--- src/rtl/counter_sweep_ctrl.sv ---
// Sweep sequencer for the N-bit up/down counter: sawtooth or triangle sweeps between
// latched limits, repeated a programmed number of times, with pause and abort.
//
// Handshake: start is sampled only in IDLE; a good job raises busy on the next cycle,
// a bad one (lo>hi) raises cfg_err for one cycle instead. done pulses for one cycle,
// with busy already low, after the last sweep completes normally. Abort drops busy
// with no done pulse.
module counter_sweep_ctrl #(
  parameter int N  = 8,
  parameter int LW = 8
) (
  input  logic          clk,
  input  logic          reset,
  input  logic          start,
  input  logic [N-1:0]  lo,
  input  logic [N-1:0]  hi,
  input  logic          mode,
  input  logic [LW-1:0] loops,
  input  logic          pause,
  input  logic          abort,
  output logic [N-1:0]  count,
  output logic          dir,
  output logic          busy,
  output logic          done,
  output logic          cfg_err,
  output logic [LW-1:0] sweeps_done,
  output logic [1:0]    state_dbg
);

  typedef enum logic [1:0] {
    IDLE = 2'd0,
    UP   = 2'd1,
    DOWN = 2'd2
  } state_t;

  state_t        state_r, state_n;
  logic [N-1:0]  count_r, count_n;
  logic          dir_r, dir_n;
  logic          done_r, done_n;
  logic          cfg_err_r, cfg_err_n;
  logic [LW-1:0] sweeps_r, sweeps_n;

  // Job configuration, captured only when a start is accepted.
  logic [N-1:0]  lo_r, lo_n;
  logic [N-1:0]  hi_r, hi_n;
  logic          mode_r, mode_n;
  logic [LW-1:0] loops_r, loops_n;

  // One extra bit so sweeps+1 cannot wrap when compared against the loop count.
  logic [LW:0]   sweeps_inc;
  logic          last_sweep;

  assign sweeps_inc = {1'b0, sweeps_r} + {{LW{1'b0}}, 1'b1};
  assign last_sweep = !(sweeps_inc < {1'b0, loops_r});

  always_ff @(posedge clk) begin
    if (reset) begin
      state_r   <= IDLE;
      count_r   <= '0;
      dir_r     <= 1'b1;
      done_r    <= 1'b0;
      cfg_err_r <= 1'b0;
      sweeps_r  <= '0;
      lo_r      <= '0;
      hi_r      <= '0;
      mode_r    <= 1'b0;
      loops_r   <= {{(LW-1){1'b0}}, 1'b1};
    end else begin
      state_r   <= state_n;
      count_r   <= count_n;
      dir_r     <= dir_n;
      done_r    <= done_n;
      cfg_err_r <= cfg_err_n;
      sweeps_r  <= sweeps_n;
      lo_r      <= lo_n;
      hi_r      <= hi_n;
      mode_r    <= mode_n;
      loops_r   <= loops_n;
    end
  end

  always_comb begin
    state_n   = state_r;
    count_n   = count_r;
    dir_n     = dir_r;
    done_n    = 1'b0;
    cfg_err_n = 1'b0;
    sweeps_n  = sweeps_r;
    lo_n      = lo_r;
    hi_n      = hi_r;
    mode_n    = mode_r;
    loops_n   = loops_r;

    case (state_r)
      IDLE: begin
        if (start) begin
          if (lo > hi) begin
            cfg_err_n = 1'b1;
          end else begin
            lo_n     = lo;
            hi_n     = hi;
            mode_n   = mode;
            loops_n  = (loops == '0) ? {{(LW-1){1'b0}}, 1'b1} : loops;
            count_n  = lo;
            dir_n    = 1'b1;
            sweeps_n = '0;
            state_n  = UP;
          end
        end
      end

      UP: begin
        if (abort) begin
          state_n = IDLE;
        end else if (!pause) begin
          if (count_r < hi_r) begin
            count_n = count_r + N'(1);
          end else if (mode_r && (hi_r > lo_r)) begin
            count_n = hi_r - N'(1);
            dir_n   = 1'b0;
            state_n = DOWN;
          end else begin
            // Top of a sawtooth, or a degenerate lo==hi sweep in either mode.
            sweeps_n = sweeps_inc[LW-1:0];
            if (last_sweep) begin
              state_n = IDLE;
              done_n  = 1'b1;
            end else begin
              count_n = lo_r;
              dir_n   = 1'b1;
            end
          end
        end
      end

      DOWN: begin
        if (abort) begin
          state_n = IDLE;
        end else if (!pause) begin
          if (count_r > lo_r) begin
            count_n = count_r - N'(1);
          end else begin
            sweeps_n = sweeps_inc[LW-1:0];
            if (last_sweep) begin
              state_n = IDLE;
              done_n  = 1'b1;
            end else begin
              // Skip lo on the way back up so the turning value is not repeated.
              count_n = lo_r + N'(1);
              dir_n   = 1'b1;
              state_n = UP;
            end
          end
        end
      end

      default: begin
        state_n = IDLE;
      end
    endcase
  end

  assign count       = count_r;
  assign dir         = dir_r;
  assign busy        = (state_r != IDLE);
  assign done        = done_r;
  assign cfg_err     = cfg_err_r;
  assign sweeps_done = sweeps_r;
  assign state_dbg   = state_r;

endmodule
--- config.mk ---
export PLATFORM = sky130hd
export DESIGN_NAME = counter_sweep_ctrl
export DESIGN_NICKNAME = d
export VERILOG_FILES = /design/src/rtl/counter_sweep_ctrl.sv
export SDC_FILE = /design/constraint.sdc
export NUM_CORES = 1
export LEC_CHECK = 0
export CORE_ASPECT_RATIO = 1.25
export CORE_UTILIZATION = 23
export DETAILED_ROUTE_END_ITERATION = 10
export PLACE_DENSITY_LB_ADDON = 0.12
export SLEW_MARGIN = 20
export SYNTH_ARGS = -nofsm -noshare
export SYNTH_HDL_FRONTEND = slang
export SYNTH_SLANG_ARGS = --single-unit
export TNS_END_PERCENT = 30
--- constraint.sdc ---
create_clock -name clk -period 3 [get_ports clk]
set_input_delay 0.3 -clock clk [delete_from_list [all_inputs] [get_ports clk]]
set_output_delay 0.3 -clock clk [all_outputs]
set_load 0.05 [all_outputs]
After elaboration in Yosys (flattened, before gate mapping)
Index checks and enable logic that the tools add are counted.
- $lt $le $gt $ge: 5
- mux-type cells: 56
- equality and inequality tests: 18
- $add $sub $neg: 5
- reductions and logical operators: 11
- bitwise logic cells: 3
- operators with widths (operator ; count):
    $mux 8 ; 21
    $pmux 8 s3 ; 2
    $gt 8x8->1 ; 3
    $mux 1 ; 20
    $mux 2 ; 10
    $ne 2x2->1 const B ; 9
    $reduce_and 9->1 ; 2
    $add 8x1->8 const B ; 2
    $sub 8x1->8 const B ; 2
    $ne 3x3->1 const B ; 5
    $reduce_and 10->1 ; 1
    $add 8x1->9 const B ; 1
    $lt 9x8->1 ; 1
    $logic_not 8->1 ; 1
    $lt 8x8->1 ; 1
    $ne 4x4->1 const B ; 2
    $reduce_and 7->1 ; 1
    $pmux 2 s3 ; 1
    $not 1->1 ; 3
    $pmux 1 s3 ; 1
    $reduce_and 3->1 ; 1
    $reduce_bool 3->1 ; 1
    $reduce_or 3->1 ; 1
    $eq 2x1->1 const B ; 1
    other kinds (5) ; 5
- flip-flop bits (word level): 46
- output and inout bits: 22
- bits of input ports: 30
- word-level logic and storage cells: 108

Depth between registers and ports, before layout
Gate-level depths: netlist of the first run.
- depth in word-level cells: 8
- depth in mapped cells: 14
- mapped depth without buffers: 13

Least setup slack after synthesis of the first run
No wires, ideal clock.
- path kind: reg-to-reg
- from: register sweeps_r[2], in the netlist sweeps_done[2]
- to: register count_r[1], in the netlist count[1]
- library setup time: 96 ps
- path buffers: 1
- cell stages (with the launch flop): 13
- setup slack: -242 ps
- data arrival time: 3146 ps
- period minus slack after synthesis: 3242 ps
- cell sequence: dfxtp_1 -> nand3_1 -> or3_1 -> nor3_1 -> xor2_1 -> ha_1 -> and4_1 -> o21ai_0 -> a21oi_1 -> a211o_1 -> a21o_1 -> buf_6 -> o41ai_2
- cells in the longest elaborated chain, start to end: 4
- RTL lines (item ; line ; RTL):
    start: declaration ; 41 ; logic [LW-1:0] sweeps_r, sweeps_n;
    start signal: assignment ; 74 ; sweeps_r <= sweeps_n;
    $add 8x1->9 * ; 53 ; assign sweeps_inc = {1'b0, sweeps_r} + {{LW{1'b0}}, 1'b1};
    $lt 9x8->1 * ; 54 ; assign last_sweep = !(sweeps_inc < {1'b0, loops_r});
    $ne 4x4->1 (no source line) or $ne 3x3->1 (tied branches) ; n/a ;
    $reduce_and 9->1 (no source line) * ; n/a ;
    end signal: assignment ; 70 ; count_r <= count_n;
    end: declaration ; 37 ; logic [N-1:0] count_r, count_n;
Mark *: on every way between the ends. The rest lies on a longest branch, timed or not.
A chain may end at the register's enable or synchronous reset.

Worst setup path in the final report of the first run
- from: register sweeps_r[4], in the netlist sweeps_done[4]
- to: register count_r[0], in the netlist count[0]
Same word-level chain as after synthesis.

==> results of run 1 <==
## cell families after synthesis
logic type / count (synthesis) / synth area share, %
xor gates and xnor gates: 28 / 6.386
muxes: 16 / 4.171
buffers and inverters: 66 / 7.071
DFF: 46 / 23.98
AOI/OAI and AO/OA: 114 / 20.85
adders and majority gates: 47 / 15.31
and+or+nand+nor: 170 / 22.22
## critical path: cells and delay by family, from the launching register on
family / cells / cell delay [ns]
buffers and inverters: 1 / 0.05
AND/OR/NAND/NOR: 3 / 0.75
adder cells (fa/ha/maj): 1 / 0.28
flip-flops: 1 / 0.36
XOR/XNOR: 1 / 0.21
AO/OA/AOI/OAI: 6 / 1.14
## layout make-up
cell class	count	area [µm²]	area share, %
Clock buffer	5	125.1	2.497
Clock inverter	3	21.27	0.4245
Inverter	45	168.9	3.371
Multi-Input combinational cell	376	2698	53.83
Sequential cell	46	932.1	18.60
Tap cell	216	270.3	5.393
Timing Repair Buffer	88	795.8	15.88
## synthesized netlist by cell type (2+ instances only)
| cell type | number | area share, % |
|---|---|---|
| a211oi_2 | 2 | 0.65 |
| inv_1 | 45 | 4.4 |
| nand3b_1 | 10 | 2.0 |
| xnor2_1 | 22 | 5.0 |
| nand2b_1 | 3 | 0.49 |
| buf_2 | 4 | 0.52 |
| o41ai_2 | 2 | 0.85 |
| and3_1 | 5 | 0.81 |
| o221ai_1 | 6 | 1.4 |
| nor3_1 | 7 | 0.91 |
| o41ai_1 | 3 | 0.68 |
| o21bai_1 | 2 | 0.39 |
| buf_6 | 2 | 0.59 |
| a21o_1 | 4 | 0.78 |
| nor2b_1 | 6 | 0.98 |
| nand2_1 | 66 | 6.5 |
| nand4_1 | 9 | 1.5 |
| nor2_1 | 28 | 2.7 |
| o21ai_1 | 3 | 0.39 |
| or3_1 | 7 | 1.1 |
| a32oi_1 | 2 | 0.46 |
| o21ai_0 | 8 | 1.0 |
| ha_1 | 47 | 15 |
| o32ai_1 | 4 | 0.91 |
| a21oi_1 | 52 | 6.8 |
| nand3_1 | 13 | 1.7 |
| xor2_1 | 6 | 1.4 |
| dfxtp_1 | 46 | 24 |
| mux2i_1 | 16 | 4.2 |
| or4_1 | 2 | 0.39 |
| a211oi_1 | 5 | 0.98 |
| a211o_1 | 3 | 0.68 |
| nor4_1 | 4 | 0.65 |
| o31ai_1 | 2 | 0.39 |
| clkbuf_1 | 14 | 1.4 |
## layer usage
layer / vias to the layer above / routed length (µm) / global-route usage [%]
met1: 1762 / 5745 / 18.31
met3: 21 / 441 / 2.148
li1: 1882 / - / -
met2: 83 / 6662 / 27.40
met4: 0 / 497 / 7.179
met5: - / 0 / 0
## how the worst max path moves through the flow
stage | startpoint | to | depth (start not counted)
final | sweeps_done[4] | count[0] | 12
after global routing | sweeps_done[4] | count[2] | 12
after CTS | sweeps_done[0] | count[1] | 12
after detailed placement | sweeps_done[0] | count[1] | 12
after global placement | sweeps_done[0] | count[1] | 12
after floorplan | sweeps_done[0] | count[1] | 12
## sequential cells by signal (all words and copies together), names as in the netlist
register,cells
state_dbg,2
hi_r,8
mode_r,1
lo_r,8
dir,1
count,8
cfg_err,1
sweeps_done,8
done,1
loops_r,8
## power by group through the flow
| stage | clock network, mW | logic [mW] | registers [mW] |
|---|---|---|---|
| after floorplan | 0 | 1.39 | 0.966 |
| after global placement | 0 | 2.25 | 0.820 |
| after detailed placement | 0 | 2.27 | 0.821 |
| after CTS | 0.594 | 2.28 | 0.806 |
| after global routing | 0.616 | 2.51 | 0.819 |
| final | 0.572 | 2.30 | 0.804 |
## what timing repair did
action	CTS	global route
endpoints found under the setup margin	2	10
pin swaps	0	11
resized for setup	2	9
cloned	0	1
setup buffers	0	2
## metrics by stage
step	total power [mW]	setup WS, ns	setup TNS, ns	cell area [µm²]
after floorplan	2.355	0.005125	0	3849
after global placement	3.067	0.08609	0	4797
after detailed placement	3.088	0.01166	0	4797
after CTS	3.680	0.03980	0	4950
after global routing	3.948	-0.008643	-0.008643	5011
final	3.673	0.1330	0	5011
==> qor.yml, run 1 <==
run_status:
  status: "finished, final reports clean"
setup_path:
  crit_type: "register to register"
  timing.rr.start: "sweeps_done[4]"
  slowest_stage: "or3_4"
  cp_common_cell: "a21oi_1"
  path_cells: "inv_2 > or3_4 > nor3_4 > xor2_1 > ha_1 > and4_1 > o21ai_1 > a21oi_1 > a211o_1 > a21o_4 > a311o_1 > a21oi_1"
  critPathMaxStageDelay_ns: 0.40
  r2r_setup_slack_ns: 0.13
  critPathArrivalTime_ns: 3.09
  worstSetupEndpointType: "register"
  reg2reg_depth: 12
  cp.required_ns: 3.22
  r2r_end: "count[0]"
  cp-start-kind: "register"
  cp_max_fo: 6
cts:
  htree_levels: 2
  clkSinkCount: 46
  clockBufferDepth: 2
  clk_pin_slew_worst_paths_ns: 0.07
  cts_root_buf: "clkbuf_16"
  clk_latency_ns: 0.30
  holdBufCountCts: 0
  cts_buffers: 5
  cts_tree: "done"
power:
  switchingPower_mw: 1.721
  p_seq_share_pct: 21.9
  p_leak_nw: 1.977
  power.internal_mw: 1.952
  combPwrFrac_pct: 62.5
  p_per_area_mw_per_mm2: 733.0
  switching_share_pct: 46.86
  max-vdd-ir-drop_mv: 0.2881
  clock_power_share_pct: 15.6
timing:
  fin_crit_ns: 2.867
  setup-violations-final: 0
  slew_violations: 0
  fmax_ghz: 0.3488
  hold_ws_ns: 0.4574
  hold_viol_final: 0
  maxSlewHeadroom_pct: 29.51
  final.setup_skew_ns: 0.004428
  fin_crit_sh_pct: 95.57
  worst_slew_pin_slew_ns: 1.057
logic_synthesis:
  synth.cell_area_mm2: 0.003840
  synth_seq_area_share_pct: 23.98
  syn_avg_cell_area_um2: 7.885
  yosysUniqueCellTypes: 62
  ys_async_sr_fraction_pct: 0
  synth_nets: 564
  synth-main-ff-cell: "dfxtp_1"
  ys_ff_latch: 46
  syn_inst: 487
  synth-edff-count: 0
  synth_warnings: 0
floorplanning:
  die_w_um: 117.6
  dieArea_mm2: 0.01722
  start_util_pct: 23.61
  std_cell_rows: 52
  design.core.area_mm2: 0.01627
  die_y_um: 146.5
  boundaryPins: 52
layout:
  mostFrequentLayoutCell: "nand2_1"
  area_growth_pct: 30.50
  fill_cells: 1790
  n_antenna_cell: 0
  stdcell_count: 779
  fin_nets: 639
  drive_gt1_share_pct: 12.97
  fin_util_pct: 30.81
  layout_common_cells: "66 x nand2_1, 52 x a21oi_1, 50 x clkdlybuf4s50_1"
route:
  ant_nets: 0
  dr.pass1.iters: 4
  num_vias: 3748
  drt-total-wl_um: 13350
  drt_iter0_markers: 208
  avgViaCountPerCell: 4.811
  wl_per_cell_um: 17.13
  remaining_drc_errors: 0
global_route:
  grt_pass1_wl_um: 20560
  first_global_vias: 3735
  grt_overflow: 0
  grt_antenna_before_repair: 0
  grt_util_all_layers_pct: 15.45
  grt_max_degree: 57
worst_hold_path:
  hold_start: "loops_r[7]"
  whs_endpoint: "loops_r[7]"
  min_path_cells: 2
  hp-class: "register to register"
placed_design:
  port_buffers: 51
  hpwl_um: 10810
  gp_congestion: 0.7968
  place_inst: 768
flow_run:
  drv_cap: 0
Power figures use the tool's default switching activity.
==> run 2: changes to the inputs <==
--- a/config.mk
+++ b/config.mk
@@ -5,6 +5,7 @@
 export SDC_FILE = /design/constraint.sdc
 export NUM_CORES = 1
 export LEC_CHECK = 0
+export CAP_MARGIN = 20
 export CORE_ASPECT_RATIO = 1.25
 export CORE_UTILIZATION = 23
 export DETAILED_ROUTE_END_ITERATION = 10
==> results of run 2 <==
No change in the layout: final DEF, timing and power equal those of run 1.
==> RTL edit, RTL diff (flow settings as in run 1) <==
`N`: 8 -> 7.
--- a/src/rtl/counter_sweep_ctrl.sv
+++ b/src/rtl/counter_sweep_ctrl.sv
@@ -8,3 +8,3 @@
 module counter_sweep_ctrl #(
-  parameter int N  = 8,
+  parameter int N  = 7,
   parameter int LW = 8
Interface: changed (resized count, hi and lo); port bits go from 52 to 49. The function was not compared with the original's and may differ.
==> RTL edit against run 1 <==
- total power decreased by 4.8%
- wire length fell by 14%
- non-clock buffer count shrank 14
- cell area decreased by 12%
- synthesized cell count fell by 13%
- global-route usage down 0.22 points
- synthesized area fell by 11%
- sequential cell count down 3
- sequential power shrank 4.2%
- setup slack got worse by 0.047 ns
- core utilization down 0.065 points
- die area shrank 11%
- critical path depth fell by 1
- critical endpoint is now state_dbg[1]
- largest power group unchanged
==> RTL edit: results (changes against run 1) <==
* DP HPWL at 9.20 mm (-15%)
* Nets at 560 (-12%)
* Area contributors post-synth: dfxtp_1, ha_1, nor2_1
* Slowest CP cell: a311o_1
* WL final at 11.4 mm (-14%)
* GP Congestion at 0.830 (+4.1%)
* Crit path max fanout at 5 (-1)
* Initial antenna violation count at 1 (+1)
* Max layer used: met5
* M3 GR Usage at 2.40% (+0.26 points)
* M1 GR Usage at 17.4% (-0.94 points)
* Buffers on Ports at 48 (-5.9%)
* Clk_buf instances at 7 (+2)
* Power Internal at 1.89 mW (-3.0%)
* Sequential power at 0.770 mW (-4.2%)
* Skew final at 0.00475 ns (+0.000318 ns)
* Mux cell area share after synthesis at 5.04% (+0.87 points)
* Total GRT Usage at 15.2% (-0.22 points)
* Compound-cell area share of the yosys netlist at 19.4% (-1.5 points)
* Inverters at 36 (-20%)
* Number of sequential cells at 43 (-6.5%)
* Post-Synth Adder-Cell Area at 15.8% (+0.51 points)
* Die area at 15300 sq um (-11%)
* M2 GR Usage at 28.1% (+0.66 points)
* Gate power share at 62.3% (-0.2 points)
* Cell Pwr Density at 790 nW/um^2 (+7.8%)
* Via count at 3236 (-14%)
* Initial DRC Count at 129 (-38%)
* Multi-input gates at 329 (-13%)
* Wire length on met1 at 4.76 mm (-17%)
* Synth unique cells at 63 (+1.6%)
* Placed Area at 4250 sq um (-11%)
* Vias in the first global route at 3257 (-13%)
* Most common library cells after synthesis: nor2_1, dfxtp_1, ha_1, a21oi_1, inv_1
* Pleak at 1.84 nW (-6.7%)
* Place WS at -0.0185 ns (-0.0301 ns)
* Worst-case reg-to-reg path depth at 11 (-1)
* Non-clock buffering overhead at 15.5% (-0.34 points)
* Power, Total at 3.50 mW (-4.8%)
* Nonclk buf count at 74 (-16%)
* Status: finished, final reports clean
* Largest net degree at the start of global routing at 29 (-49%)
* DR WL met2 at 5.90 mm (-11%)
* Seq/total area at 19.6% (+1.0 points)
* Global-route wire length before repair at 17.8 mm (-14%)
## RTL edit: cell count changes after synthesis, sizes merged, moves of 6 or more
cell   change
or2        +6
a21oi     -15
and2       +8
inv        -9
o21ai      +6
nand3      +7
nor2      +31
nand4      -6
nand2     -46
## RTL edit: timing repair
action                     in CTS  in global routing
pin swaps                       1                  4
hold buffers                    0                  0
gates cloned                    0                  0
gates resized for setup         1                  5
setup endpoints to repair       3                  9
setup buffers                   0                  1
## RTL edit: path summary, 6_finish.rpt
| kind | startpoint | end | slack [ns] |
|---|---|---|---|
| setup / recovery | sweeps_done[1] | state_dbg[1] | 0.09 |
| hold / removal | mode_r | mode_r | 0.54 |
| setup reg to reg | sweeps_done[1] | state_dbg[1] | 0.09 |
| hold reg to reg | mode_r | mode_r | 0.54 |
## RTL edit: cells by family after synthesis
family	count (synthesis)
AOI/OAI and AO/OA	94
and+or+nand+nor	150
DFF	43
buffers and inverters	52
adders and majority gates	43
muxes	17
xor gates and xnor gates	25
